===== src/rtl/bus_cs_ctrl.sv =====
// rtl/bus_cs_ctrl.sv - 8088 bus-cycle controller: address decode, chip selects, wait states, bus errors
module bus_cs_ctrl #(
  parameter int ADDR_W   = 20,
  parameter int WAIT_M0  = 0,
  parameter int WAIT_M1  = 2,
  parameter int WAIT_IO0 = 1,
  parameter int WAIT_IO1 = 3,
  parameter int TIMEOUT  = 16
) (
  input  logic              clk_i,
  input  logic              rst_n_i,
  input  logic              ale_i,
  input  logic              iom_i,
  input  logic              rd_n_i,
  input  logic              wr_n_i,
  input  logic [ADDR_W-1:0] addr_i,
  output logic [3:0]        cs_o,
  output logic              ready_o,
  output logic              bus_err_o
);

  typedef enum logic [1:0] {S_IDLE, S_ADDR_HOLD, S_WAIT, S_ACTIVE} state_e;

  localparam logic [3:0] W_M0     = 4'(WAIT_M0);
  localparam logic [3:0] W_M1     = 4'(WAIT_M1);
  localparam logic [3:0] W_IO0    = 4'(WAIT_IO0);
  localparam logic [3:0] W_IO1    = 4'(WAIT_IO1);
  localparam logic [7:0] TMO_LAST = 8'(TIMEOUT - 1);

  state_e      state_q;
  logic [1:0]  region_q;
  logic [3:0]  cs_q;
  logic        ready_q;
  logic        bus_err_q;
  logic [3:0]  wcnt_q;
  logic [7:0]  tcnt_q;

  logic [1:0]  region_d;
  logic [3:0]  wait_d;
  logic        one_strobe;
  logic        both_strobe;
  logic        no_strobe;
  logic        unused_addr;

  // Region code doubles as the CS bit index: 0=MEM0, 1=MEM1, 2=IO0, 3=IO1.
  assign region_d    = iom_i ? {1'b1, addr_i[15]} : {1'b0, addr_i[19]};
  assign one_strobe  = rd_n_i ^ wr_n_i;
  assign both_strobe = !rd_n_i && !wr_n_i;
  assign no_strobe   = rd_n_i && wr_n_i;
  assign unused_addr = ^addr_i;

  always_comb begin
    wait_d = W_IO1;
    case (region_q)
      2'd0:    wait_d = W_M0;
      2'd1:    wait_d = W_M1;
      2'd2:    wait_d = W_IO0;
      default: wait_d = W_IO1;
    endcase
  end

  always_ff @(posedge clk_i or negedge rst_n_i) begin
    if (!rst_n_i) begin
      state_q   <= S_IDLE;
      region_q  <= 2'd0;
      cs_q      <= 4'b0000;
      ready_q   <= 1'b1;
      bus_err_q <= 1'b0;
      wcnt_q    <= 4'd0;
      tcnt_q    <= 8'd0;
    end else begin
      bus_err_q <= 1'b0;
      case (state_q)
        S_IDLE: begin
          if (ale_i) begin
            region_q <= region_d;
            cs_q     <= 4'b0001 << region_d;
            tcnt_q   <= 8'd0;
            state_q  <= S_ADDR_HOLD;
          end
        end
        S_ADDR_HOLD: begin
          if (both_strobe) begin
            bus_err_q <= 1'b1;
            cs_q      <= 4'b0000;
            state_q   <= S_IDLE;
          end else if (one_strobe) begin
            if (wait_d == 4'd0) begin
              state_q <= S_ACTIVE;
            end else begin
              wcnt_q  <= wait_d - 4'd1;
              ready_q <= 1'b0;
              state_q <= S_WAIT;
            end
          end else if (tcnt_q == TMO_LAST) begin
            bus_err_q <= 1'b1;
            cs_q      <= 4'b0000;
            state_q   <= S_IDLE;
          end else begin
            tcnt_q <= tcnt_q + 8'd1;
          end
        end
        // Strobe activity is ignored here; the wait count always runs out first.
        S_WAIT: begin
          if (wcnt_q == 4'd0) begin
            ready_q <= 1'b1;
            state_q <= S_ACTIVE;
          end else begin
            wcnt_q <= wcnt_q - 4'd1;
          end
        end
        default: begin
          if (no_strobe) begin
            cs_q    <= 4'b0000;
            state_q <= S_IDLE;
          end else if (both_strobe) begin
            bus_err_q <= 1'b1;
            cs_q      <= 4'b0000;
            state_q   <= S_IDLE;
          end
        end
      endcase
    end
  end

  assign cs_o      = cs_q;
  assign ready_o   = ready_q;
  assign bus_err_o = bus_err_q;

endmodule

===== config.mk =====
export PLATFORM = sky130hd
export DESIGN_NAME = bus_cs_ctrl
export DESIGN_NICKNAME = d
export VERILOG_FILES = /design/src/rtl/bus_cs_ctrl.sv
export SDC_FILE = /design/constraint.sdc
export NUM_CORES = 1
export LEC_CHECK = 0
export BUFFER_PORTS_ARGS = -buffer_cell sky130_fd_sc_hd__buf_2
export CAP_MARGIN = 30
export CORE_MARGIN = 8
export CORE_UTILIZATION = 54
export CTS_CLUSTER_DIAMETER = 150
export CTS_CLUSTER_SIZE = 20
export DETAILED_ROUTE_END_ITERATION = 6
export PLACE_DENSITY = 0.8
export SLEW_MARGIN = 20
export SYNTH_ARGS = -nofsm -noshare
export SYNTH_HDL_FRONTEND = slang
export SYNTH_SLANG_ARGS = --single-unit

===== constraint.sdc =====
create_clock -name clk_i -period 5.35 [get_ports clk_i]
set_input_delay 0.535 -clock clk_i [delete_from_list [all_inputs] [get_ports clk_i]]
set_output_delay 0.535 -clock clk_i [all_outputs]
set_load 0.005 [all_outputs]

==> reports/metrics.csv <==
stage,metric,value,unit
status,status,"complete, no violations",
detailed_routing,drt_iter0_drc,30,
cts,clock_sinks,22,
sta,finalHoldViolations,0,
synthesis,yosysTopAreaCell,dfrtp_1,
synthesis,synth_ff_type,dfrtp_1,
sta,relSlewSlack,55.7,%
synthesis,synthAdderAreaFrac,11.5,%
cts,cts_tree,yes,
detailed_routing,avgViaCountPerCell,6.03,
die,core_area,2480,sq um
sta,slew_viol_final,0,
final_layout,fin_cells,188,
detailed_routing,wl,2850,um
setup_path,worstSetupEndpointType,flip-flop,
power_and_ir_drop,p_total,751,uW
synthesis,yosysUniqueCellTypes,44,
placement,place_inst,184,
grt,grt_pass1_vias,1125,
final_layout,final_util,62.3,%
setup_path,crit_path_start_kind,flip-flop,
power_and_ir_drop,vdd_drop_max,0.318,mV
cts,path_clk_slew,0.12,ns
grt,grt-ovfl-total,0,
sta,post-route-min-period,2.32,ns
run,cap_violations,0,
synthesis,synthCells,145,
power_and_ir_drop,p_leak,0.741,nW
die,io_pins,32,
final_layout,fin_nets,198,
detailed_routing,dr_total_vias,1133,
sta,clock_skew,0.00253,ns
sta,worst_slew_pin_slew,0.664,ns
sta,min_period_over_period,43.3,%
synthesis,ys_ff_latch,22,
setup_path,worstSetupPathType,flip-flop to flip-flop,
detailed_routing,drc,0,
final_layout,final_cell_mix,"dfrtp_1, nor2_1, ha_1, buf_2, nand2_1",
cts,cts_root_buf,clkbuf_4,
final_layout,drive_gt1_share,22.2,%
setup_path,crit_fanout,19,
synthesis,synth-compound-area-share,17.4,%
cts,htreeDepth,1,
synthesis,netlist_top_cells_area,"dfrtp_1, ha_1, mux2_2",
die,start_util,57.3,%
synthesis,netlist_area,1420,sq um
power_and_ir_drop,power_density,487,nW/um^2
setup_path,required,5.55,ns
placement,gp_congestion,0.814,
grt,grt_start_max_net_pins,23,
placement,dp_hpwl,2140,um
placement,dp_slack,2.85,ns
synthesis,synth_top_family_by_area,simple AND/OR/NAND/NOR gates,
die,dieArea,4530,sq um
sta,fin_ws,3.03,ns
sta,rsz0062_at_grt,no,
sta,tns,0,ns
synthesis,synth_nets,184,
detailed_routing,ant_nets,0,
cts,ctsResizeCount,0,
synthesis,synth-xor-area-share,1.23,%
die,num_rows,18,
setup_path,worstPathArrival,2.52,ns
final_layout,n_fill_cell,219,
final_layout,layout_commonest_cell,dfrtp_1,
cts,postCtsHoldBufs,0,
synthesis,synth.avg_cell_area,9.79,sq um
grt,antenna_found_initial,0,
synthesis,synth_warnings,0,
final_layout,syn2layout_area_growth,8.63,%
cts,clockBufferDepth,2,
setup_path,ff2ff_setup_slack,3.03,ns
synthesis,yosys.area.top_type_share,37.0,%
synthesis,synth-edff-count,0,
setup_path,reg2reg_from,state_q[1],
cts,clkLatencyLatePin,0.31,ns
synthesis,muxShareOfSynthArea,7.75,%
synthesis,synth-simple-area-share,19.5,%
synthesis,synthArstFlopShare,100,%
die,die_h,67.3,um
grt,grt_first_pass_wirelength,4890,um
cts,cts_setup_buffers,0,
min_path,hold_class,primary input to async pin,
sta,final-setup-viol-count,0,
die,die_width,67.3,um
final_layout,antennaDiodeCount,0,
setup_path,r2r_end,cs_o[0],
placement,port_buffers,13,
synthesis,synth-seq-area-share,38.9,%
cts,cts_buffers,3,
detailed_routing,wl_per_cell,15.2,um
setup_path,reg2reg_depth,5,
grt,grt.total_usage,13.4,%
detailed_routing,drt-pass1-iter-count,4,
sta,max_freq,0.431,GHz
## registers in the layout, summed over array words and instances (netlist names)
signal	cells
cs_o	4
tcnt_q	8
ready_o	1
wcnt_q	4
state_q	2
bus_err_o	1
region_q	2
## critical path, cell delays in order, from the launching register on
cell       delay, ns
dfrtp_1         0.46
inv_1           0.12
ha_1            0.59
o21ai_0         0.20
o2111ai_1       0.45
mux2_2          0.39
## cell families after synthesis
group,Yosys count
AND/OR/NAND/NOR,53
AO/OA/AOI/OAI,31
flip-flops,22
buffers and inverters,14
adder cells (fa/ha/maj),13
multiplexers,10
XOR/XNOR,2
## synth_stat cells, drive strengths merged, types with 2 or more instances
master and count:
dfrtp 21, ha 13, nor2 13, nand2 12, inv 10, o21ai 9
mux2 8, nand3 6, nor3 4, o211ai 4, a22o 3, and3 3
clkbuf 3, a221oi 2, a31oi 2, mux2i 2, nand3b 2, nor3b 2
or3b 2
## routing by layer
| metal | share of wire, % | wire, um | vias up | GRT usage [%] |
|---|---|---|---|---|
| met1 | 46 | 1310 | 537 | 17.0 |
| met2 | 47 | 1350 | 38 | 22.7 |
| li1 | - | - | 554 | - |
| met3 | 6.0 | 172 | 4 | 3.31 |
| met4 | 0.53 | 15 | 0 | 2.87 |
| met5 | 0 | 0 | - | 0 |
## through the flow
stage | hold slack [ns] | instance area [sq um]
after floorplan | 0.239 | 1420
after global placement | 0.489 | 1510
after detailed placement | 0.492 | 1510
after CTS | 0.187 | 1540
after global routing | 0.197 | 1540
final | 0.169 | 1540
## area by class of cell
cell class | instances | area, sq um | area share (%)
multi-input cells | 109 | 815 | 52.8
flip-flops and latches | 22 | 552 | 35.8
repair buffers | 13 | 65.1 | 4.22
inverters | 10 | 37.5 | 2.43
well taps | 30 | 37.5 | 2.43
clock buffers | 4 | 36.3 | 2.35
## worst max-delay path by stage
stage                    start        end  slack [ns]  cells after the start
floorplan               rd_n_i  wcnt_q[0]        3.16                      6
global placement        rd_n_i  wcnt_q[0]        2.94                      7
detailed placement      rd_n_i  wcnt_q[0]        2.85                      7
CTS                 state_q[1]    cs_o[0]        3.02                      5
global route        state_q[1]    cs_o[0]        2.88                      5
finish              state_q[1]    cs_o[0]        3.03                      5
## where the power goes
group          switching [mW]  internal [mW]  total, mW
Clock                  0.0515         0.0415     0.0930
Combinational           0.217          0.165      0.383
Sequential             0.0500          0.225      0.275
Total                   0.319          0.432      0.751
Note: power is estimated with default switching activity, not from simulation.
